`config.mk`:
```
export PLATFORM = sky130hd
export DESIGN_NAME = out_port_buffered_flat
export DESIGN_NICKNAME = d
export VERILOG_FILES = /design/src/rtl/out_port_buffered_pkg.sv /design/src/rtl/out_port_buffered_if.sv /design/src/rtl/out_port_buffered_fifo.sv /design/src/rtl/out_port_buffered.sv /design/src/flat_wrapper.sv
export SDC_FILE = /design/constraint.sdc
export NUM_CORES = 1
export LEC_CHECK = 0
export BUFFER_PORTS_ARGS = -buffer_cell sky130_fd_sc_hd__buf_2
export CAP_MARGIN = 25
export CORE_MARGIN = 2
export CORE_UTILIZATION = 50
export CTS_BUF_LIST = sky130_fd_sc_hd__clkbuf_16
export CTS_CLUSTER_SIZE = 14
export DETAILED_ROUTE_END_ITERATION = 10
export GPL_ROUTABILITY_DRIVEN = 0
export PLACE_DENSITY = 0.73
export SYNTH_ARGS = -nofsm -noshare
export SYNTH_HDL_FRONTEND = slang
export SYNTH_HIERARCHICAL = 1
export SYNTH_SLANG_ARGS = --single-unit
```
`constraint.sdc`:
```
create_clock -name Clock -period 4.4 [get_ports Clock]
set_input_delay 0.44 -clock Clock [delete_from_list [all_inputs] [get_ports Clock]]
set_output_delay 0.44 -clock Clock [all_outputs]
set_load 0.01 [all_outputs]
```
`src/rtl/out_port_buffered_pkg.sv`:
```
// Shared constants and helpers for the buffered strobed output port.
// Optional feature macro: OUT_PORT_READBACK_EN (adds the BusMuxIn readback register).
package out_port_pkg;

    localparam int DEFAULT_DATA_WIDTH = 32;
    localparam int DEFAULT_DEPTH      = 4;

    // Pointer width for a power-of-two FIFO depth; never narrower than one bit.
    function automatic int ptr_width(input int depth);
        return (depth > 1) ? $clog2(depth) : 1;
    endfunction

    localparam int DEFAULT_PTR_WIDTH = ptr_width(DEFAULT_DEPTH);
    localparam int DEFAULT_CNT_WIDTH = $clog2(DEFAULT_DEPTH) + 1;

    // Occupancy type for the default configuration (0..DEPTH needs one extra bit).
    typedef logic [DEFAULT_CNT_WIDTH-1:0] count_t;

endpackage

```
`src/rtl/out_port_buffered_if.sv`:
```
// CPU/device-facing signal bundle of the buffered output port.
// Optional feature macro: OUT_PORT_READBACK_EN (adds BusMuxIn).
interface out_port_buffered_if
    import out_port_pkg::*;
#(
    parameter int DATA_WIDTH = DEFAULT_DATA_WIDTH,
    parameter int DEPTH      = DEFAULT_DEPTH,
    parameter int CNT_WIDTH  = $clog2(DEPTH) + 1
);
    // Control-unit side
    logic                  Strobe;
    logic [DATA_WIDTH-1:0] BusMuxOut;
    logic                  OvfAck;
    // Device side
    logic [DATA_WIDTH-1:0] DevData;
    logic                  DevValid;
    logic                  DevReady;
    // Status back to the CPU
    logic                  Full;
    logic                  Empty;
    logic [CNT_WIDTH-1:0]  Count;
    logic                  Overflow;
`ifdef OUT_PORT_READBACK_EN
    logic [DATA_WIDTH-1:0] BusMuxIn;
`endif

    // The port itself
    modport slave (
        input  Strobe, BusMuxOut, OvfAck, DevReady,
        output DevData, DevValid, Full, Empty, Count, Overflow
`ifdef OUT_PORT_READBACK_EN
        , output BusMuxIn
`endif
    );

    // Whoever drives the port (control unit + device)
    modport master (
        output Strobe, BusMuxOut, OvfAck, DevReady,
        input  DevData, DevValid, Full, Empty, Count, Overflow
`ifdef OUT_PORT_READBACK_EN
        , input BusMuxIn
`endif
    );

endinterface

```
`src/rtl/out_port_buffered_fifo.sv`:
```
// Circular-buffer FIFO: storage, wrapping pointers and occupancy count.
// The head entry is read combinationally so data is visible the cycle after a push.
module port_fifo
    import out_port_pkg::*;
#(
    parameter int DATA_WIDTH = DEFAULT_DATA_WIDTH,
    parameter int DEPTH      = DEFAULT_DEPTH,
    parameter int CNT_WIDTH  = $clog2(DEPTH) + 1
) (
    input  logic                  clk,
    input  logic                  srst,
    input  logic                  i_push,
    input  logic                  i_pop,
    input  logic [DATA_WIDTH-1:0] i_wr_data,
    output logic [DATA_WIDTH-1:0] o_rd_data,
    output logic [CNT_WIDTH-1:0]  o_count,
    output logic                  o_full,
    output logic                  o_empty
);
    localparam int PTR_W = ptr_width(DEPTH);

    logic [DATA_WIDTH-1:0] r_mem [DEPTH];
    logic [PTR_W-1:0]      r_wr_ptr;
    logic [PTR_W-1:0]      r_rd_ptr;
    logic [CNT_WIDTH-1:0]  r_count;
    logic                  w_wr_en;

    // A reset cycle never writes, so nothing queued in that cycle survives.
    assign w_wr_en = i_push && !srst;

    // Storage write; contents are intentionally not cleared by reset.
    always_ff @(posedge clk) begin
        if (w_wr_en) begin
            r_mem[r_wr_ptr] <= i_wr_data;
        end
    end

    // Pointers wrap naturally because DEPTH is a power of two.
    always_ff @(posedge clk) begin
        if (srst) begin
            r_wr_ptr <= '0;
            r_rd_ptr <= '0;
        end else begin
            if (i_push) r_wr_ptr <= r_wr_ptr + PTR_W'(1);
            if (i_pop)  r_rd_ptr <= r_rd_ptr + PTR_W'(1);
        end
    end

    // Occupancy: a simultaneous push and pop leaves the count unchanged.
    always_ff @(posedge clk) begin
        if (srst) begin
            r_count <= '0;
        end else begin
            case ({i_push, i_pop})
                2'b10:   r_count <= r_count + CNT_WIDTH'(1);
                2'b01:   r_count <= r_count - CNT_WIDTH'(1);
                default: r_count <= r_count;
            endcase
        end
    end

    assign o_rd_data = r_mem[r_rd_ptr];
    assign o_count   = r_count;
    assign o_full    = (r_count == CNT_WIDTH'(DEPTH));
    assign o_empty   = (r_count == '0);

endmodule

```
`src/rtl/out_port_buffered.sv`:
```
// Strobed output port: the control unit strobes bus values into a small FIFO
// which drains to an external device over a valid/ready handshake.
// Optional feature macro: OUT_PORT_READBACK_EN (last-accepted-write readback on BusMuxIn).
module out_port_buffered
    import out_port_pkg::*;
#(
    parameter int DATA_WIDTH = DEFAULT_DATA_WIDTH,
    parameter int DEPTH      = DEFAULT_DEPTH,
    parameter int CNT_WIDTH  = $clog2(DEPTH) + 1
) (
    input  logic                Clock,
    input  logic                Clear,
    out_port_buffered_if.slave  port_if
);
    logic                  w_full;
    logic                  w_empty;
    logic                  w_push;
    logic                  w_pop;
    logic                  w_ovf_set;
    logic [DATA_WIDTH-1:0] w_head;
    logic [CNT_WIDTH-1:0]  w_count;
    logic                  r_overflow;

    // Full is the registered value from the start of the cycle, so a strobe
    // is rejected while full even if the device pops in the same cycle.
    assign w_push    = port_if.Strobe && !w_full;
    assign w_ovf_set = port_if.Strobe &&  w_full;
    assign w_pop     = !w_empty && port_if.DevReady;

    port_fifo #(
        .DATA_WIDTH (DATA_WIDTH),
        .DEPTH      (DEPTH),
        .CNT_WIDTH  (CNT_WIDTH)
    ) u_fifo (
        .clk       (Clock),
        .srst      (Clear),
        .i_push    (w_push),
        .i_pop     (w_pop),
        .i_wr_data (port_if.BusMuxOut),
        .o_rd_data (w_head),
        .o_count   (w_count),
        .o_full    (w_full),
        .o_empty   (w_empty)
    );

    // Sticky overflow: a dropped strobe wins over a same-cycle acknowledge.
    always_ff @(posedge Clock) begin
        if (Clear) begin
            r_overflow <= 1'b0;
        end else if (w_ovf_set) begin
            r_overflow <= 1'b1;
        end else if (port_if.OvfAck) begin
            r_overflow <= 1'b0;
        end
    end

`ifdef OUT_PORT_READBACK_EN
    logic [DATA_WIDTH-1:0] r_readback;

    // Holds the last accepted write so software can read back what it sent.
    always_ff @(posedge Clock) begin
        if (Clear) begin
            r_readback <= '0;
        end else if (w_push) begin
            r_readback <= port_if.BusMuxOut;
        end
    end

    assign port_if.BusMuxIn = r_readback;
`endif

    assign port_if.DevData  = w_head;
    assign port_if.DevValid = !w_empty;
    assign port_if.Full     = w_full;
    assign port_if.Empty    = w_empty;
    assign port_if.Count    = w_count;
    assign port_if.Overflow = r_overflow;

endmodule

```
`src/flat_wrapper.sv`:
```
// flat-port wrapper written by rule: the top's interface ports become plain ports
module out_port_buffered_flat import out_port_pkg::*;
#(
    parameter int DATA_WIDTH = DEFAULT_DATA_WIDTH,
    parameter int DEPTH      = DEFAULT_DEPTH,
    parameter int CNT_WIDTH  = $clog2(DEPTH) + 1
)
  (Clock, Clear, port_if_Strobe, port_if_BusMuxOut, port_if_OvfAck, port_if_DevReady, port_if_DevData, port_if_DevValid, port_if_Full, port_if_Empty, port_if_Count, port_if_Overflow);
  out_port_buffered_if #(.DATA_WIDTH(DATA_WIDTH), .DEPTH(DEPTH), .CNT_WIDTH(CNT_WIDTH)) port_if_i ();
  input  logic Clock;
  input  logic Clear;
  input wire logic [$bits(port_if_i.Strobe)-1:0] port_if_Strobe;
  input wire logic [$bits(port_if_i.BusMuxOut)-1:0] port_if_BusMuxOut;
  input wire logic [$bits(port_if_i.OvfAck)-1:0] port_if_OvfAck;
  input wire logic [$bits(port_if_i.DevReady)-1:0] port_if_DevReady;
  output wire logic [$bits(port_if_i.DevData)-1:0] port_if_DevData;
  output wire logic [$bits(port_if_i.DevValid)-1:0] port_if_DevValid;
  output wire logic [$bits(port_if_i.Full)-1:0] port_if_Full;
  output wire logic [$bits(port_if_i.Empty)-1:0] port_if_Empty;
  output wire logic [$bits(port_if_i.Count)-1:0] port_if_Count;
  output wire logic [$bits(port_if_i.Overflow)-1:0] port_if_Overflow;
  assign port_if_i.Strobe = port_if_Strobe;
  assign port_if_i.BusMuxOut = port_if_BusMuxOut;
  assign port_if_i.OvfAck = port_if_OvfAck;
  assign port_if_i.DevReady = port_if_DevReady;
  assign port_if_DevData = port_if_i.DevData;
  assign port_if_DevValid = port_if_i.DevValid;
  assign port_if_Full = port_if_i.Full;
  assign port_if_Empty = port_if_i.Empty;
  assign port_if_Count = port_if_i.Count;
  assign port_if_Overflow = port_if_i.Overflow;
  out_port_buffered #(.DATA_WIDTH(DATA_WIDTH), .DEPTH(DEPTH), .CNT_WIDTH(CNT_WIDTH)) u_core (.Clock(Clock), .Clear(Clear), .port_if(port_if_i));
endmodule
```
==> impl_metrics.prom <==
# TYPE chip_impl_metric gauge
chip_impl_metric{name="dieWidth",unit="um"} 105.5
chip_impl_metric{name="p_leak",unit="nW"} 2.185
chip_impl_metric{name="io_buffer_count",unit=""} 75
chip_impl_info{name="root_cell_of_the_clock_tree",value="clkbuf_16"} 1
chip_impl_metric{name="syn_nets",unit=""} 265
chip_impl_metric{name="crit_required",unit="ns"} 3.96
chip_impl_metric{name="seq_area_frac_synth",unit="%"} 78.50
chip_impl_metric{name="die-height",unit="um"} 105.5
chip_impl_metric{name="total_power",unit="W"} 0.003892
chip_impl_info{name="synth_top_family_by_area",value="multiplexers"} 1
chip_impl_metric{name="dieArea",unit="sq um"} 11130
chip_impl_metric{name="detailedRoute.firstPassIterationCount",unit=""} 5
chip_impl_metric{name="placed_cells",unit=""} 426
chip_impl_metric{name="core",unit="sq um"} 10180
chip_impl_metric{name="design.portCount",unit=""} 76
chip_impl_metric{name="routed_wirelength",unit="um"} 8446
chip_impl_metric{name="skew",unit="ns"} 0.008617
chip_impl_info{name="worstSetupEndpointType",value="output pin"} 1
chip_impl_info{name="clock_tree_from_tritoncts",value="built"} 1
chip_impl_metric{name="post_synth_adder_cell_area",unit="%"} 1.603
chip_impl_metric{name="synth_xor_area_share",unit="%"} 0.8501
chip_impl_info{name="rsz0062_at_grt",value="no"} 1
chip_impl_metric{name="ctsResizeCount",unit=""} 0
chip_impl_metric{name="insertion_delay",unit="ns"} 0.40
chip_impl_metric{name="timing.final.ws_setup",unit="ns"} 1.624
chip_impl_metric{name="aggregate_global_routing_overflow",unit=""} 0
chip_impl_info{name="hp-class",value="input pin to register"} 1
chip_impl_metric{name="clkTransAtPathRegs",unit="ns"} 0.06
chip_impl_metric{name="synth_compound_gate_area_share",unit="%"} 0.4615
chip_impl_metric{name="htreeDepth",unit=""} 4
chip_impl_metric{name="area_growth_syn_to_layout",unit="%"} 22.22
chip_impl_metric{name="antenna_found_initial",unit=""} 1
chip_impl_metric{name="cts_made_buffers",unit=""} 17
chip_impl_info{name="worstSetupPathType",value="register to output pin"} 1
chip_impl_metric{name="fmaxAchievable",unit="MHz"} 360.2
chip_impl_metric{name="drcViolationCount",unit=""} 0
chip_impl_metric{name="worstPathMaxFanout",unit=""} 21
chip_impl_metric{name="period_share",unit="%"} 63.10
chip_impl_metric{name="timing.max_slew.rel_slack",unit="%"} 40.11
chip_impl_metric{name="cts_hold_repair.buffers",unit=""} 0
chip_impl_metric{name="synthesis.area_per_instance",unit="sq um"} 23.20
chip_impl_metric{name="yosys.area_share.simple",unit="%"} 1.992
chip_impl_metric{name="power.density",unit="nW/um^2"} 618.2
chip_impl_metric{name="grt_start_max_net_pins",unit=""} 33
chip_impl_metric{name="detail_route.wl_per_cell",unit="um"} 18.40
chip_impl_metric{name="syn-cell-area",unit="sq um"} 5151
chip_impl_metric{name="synthesis.instances",unit=""} 222
chip_impl_metric{name="dp.final_hpwl",unit="um"} 5002
chip_impl_metric{name="cp.arrival",unit="ns"} 2.34
chip_impl_metric{name="groute.usage.overall",unit="%"} 16.34
chip_impl_metric{name="setup_tns",unit="ns"} 0
chip_impl_info{name="cp-start-kind",value="register"} 1
chip_impl_metric{name="setup_viol",unit=""} 0
chip_impl_metric{name="preCtsSetupSlack",unit="ns"} 1.987
chip_impl_metric{name="clock_sink_count",unit=""} 138
chip_impl_metric{name="fin_nets",unit=""} 352
chip_impl_metric{name="post_synth_mux_area_share",unit="%"} 14.33
chip_impl_metric{name="final_layout_size_suffix_gt1_share",unit="%"} 44.41
chip_impl_metric{name="post_dp_area",unit="sq um"} 5622
chip_impl_metric{name="min_period",unit="ns"} 2.776
chip_impl_metric{name="buffer_count_from_post_cts_setup_fixing",unit=""} 0
chip_impl_info{name="status",value="finished clean"} 1
chip_impl_metric{name="first_global_vias",unit=""} 2502
chip_impl_metric{name="vdd.ir_drop.worst",unit="mV"} 0.3485
chip_impl_metric{name="clock_tree.buffer_depth",unit=""} 2
chip_impl_metric{name="tightestPinTransition",unit="ns"} 0.8983
chip_impl_metric{name="timing.max_cap.violations",unit=""} 0
chip_impl_metric{name="synthesis.yosys.warnings",unit=""} 6
chip_impl_metric{name="routed-via-count",unit=""} 2385
chip_impl_metric{name="floorplan.rows",unit=""} 37
chip_impl_metric{name="maxSlewViolCount",unit=""} 0
chip_impl_metric{name="post-route-cell-area",unit="sq um"} 6296
chip_impl_metric{name="hold_violations",unit=""} 0
chip_impl_metric{name="final_cells",unit=""} 459
chip_impl_metric{name="viasPerCell",unit=""} 5.196
chip_impl_metric{name="yosys.cell_types.count",unit=""} 25
chip_impl_metric{name="number_of_synthesized_register_bits",unit=""} 138
chip_impl_metric{name="drt-initial-drc-count",unit=""} 137
chip_impl_metric{name="drtAntennaViolNets",unit=""} 0
chip_impl_metric{name="grt_first_pass_wirelength",unit="um"} 13250
chip_impl_metric{name="initial_cell_density_of_the_core",unit="%"} 50.58
-- synthesized netlist by cell type --
| master | count | area (sq um) |
|---|---|---|
| and3_1 | 1 | 6.260 |
| nand2_1 | 2 | 7.510 |
| nor2b_1 | 2 | 12.51 |
| fa_1 | 1 | 20.02 |
| mux4_1 | 2 | 52.55 |
| xnor2_1 | 2 | 17.52 |
| nor2_1 | 9 | 33.78 |
| inv_1 | 7 | 26.28 |
| buf_2 | 3 | 15.01 |
| a21oi_2 | 1 | 8.760 |
| mux4_2 | 30 | 675.7 |
| and2_1 | 4 | 25.02 |
| edfxtp_1 | 128 | 3844 |
| buf_12 | 3 | 60.06 |
| o21ai_0 | 1 | 5.000 |
| or3_1 | 1 | 6.260 |
| ha_1 | 5 | 62.56 |
| buf_6 | 1 | 11.26 |
| xor2_1 | 3 | 26.28 |
| a21oi_1 | 2 | 10.01 |
| mux2i_1 | 1 | 10.01 |
| nand2b_1 | 1 | 6.260 |
| clkbuf_1 | 1 | 3.750 |
| dfxtp_1 | 10 | 200.2 |
| nor3_1 | 1 | 5.000 |
-- cell usage in the layout (no fill, tap or decap), drive strengths merged, types with 2 or more instances in the layout --
master / n
edfxtp: 128
buf: 76
mux4: 32
clkbuf: 17
inv: 11
dfxtp: 10
nor2: 9
bufinv: 6
ha: 5
and2: 4
xor2: 3
clkinv: 3
a21oi: 3
clkinvlp: 2
nor2b: 2
nand2: 2
xnor2: 2
-- cell type report --
type / count / area [sq um]
Inverter: 7 / 26.28
Tap cell: 136 / 170.2
Clock buffer: 17 / 425.4
Antenna cell: 1 / 2.502
Timing Repair Buffer: 76 / 382.9
Multi-Input combinational cell: 69 / 996.0
Sequential cell: 138 / 4046
Clock inverter: 15 / 246.5
Fill cell: 710 / 3889
-- report_power, final --
group	internal, W	total (W)	switching, W
logic	0.000359	0.000671	0.000312
clock network	0.00107	0.00158	0.000517
registers	0.00154	0.00164	0.000103
total	0.00296	0.00389	0.000932
-- path summary, 6_finish.rpt --
path / from / to / slack, ns / cells after the start
worst max-delay path: register / port_if_DevData[14] / 1.62 / 3
worst min register to register: u_core/port_if.Overflow / u_core/port_if.Overflow / 0.49 / 2
worst min-delay path: port_if_BusMuxOut[7] / u_core/u_fifo/r_mem[2][7] / 0.25 / 1
worst max register to register: u_core/u_fifo/o_count[0] / u_core/u_fifo/r_mem[3][8] / 2.00 / 6
-- worst max-delay path, cell delays in order, from the launching register on --
cell	delay [ns]
dfxtp_2	0.83
buf_4	0.37
mux4_1	0.57
buf_2	0.15
-- stage by stage --
stage | hold slack [ns] | util (%)
after floorplan | 0.4847 | -
after global placement | 0.4624 | 55.20
after detailed placement | 0.4764 | 55.20
after CTS | 0.2352 | 61.79
after global routing | 0.2465 | 61.79
final | 0.2496 | 61.82
-- registers in the layout, indices dropped and copies added, names as in the netlist, named ones only --
signal                   cells
u_core/port_if.Overflow      1
u_core/u_fifo/o_count        3
u_core/u_fifo/r_mem        128
u_core/u_fifo/r_rd_ptr       2
u_core/u_fifo/r_wr_ptr       2
-- layer usage --
layer / GRT usage [%] / up-vias / wire length (um)
met3: 5.009 / 6 / 550
met4: 6.767 / 0 / 68
met1: 21.71 / 1206 / 3638
met2: 25.44 / 90 / 4188
met5: 0 / - / 0
li1: - / 1083 / -
-- cell families after synthesis --
kind of cell / Yosys count
xor+xnor: 5
compound gates: 4
flops: 138
mux: 33
simple gates: 21
fa+ha+maj: 6
buf+inv: 15
(Power assumes the default switching activity.)
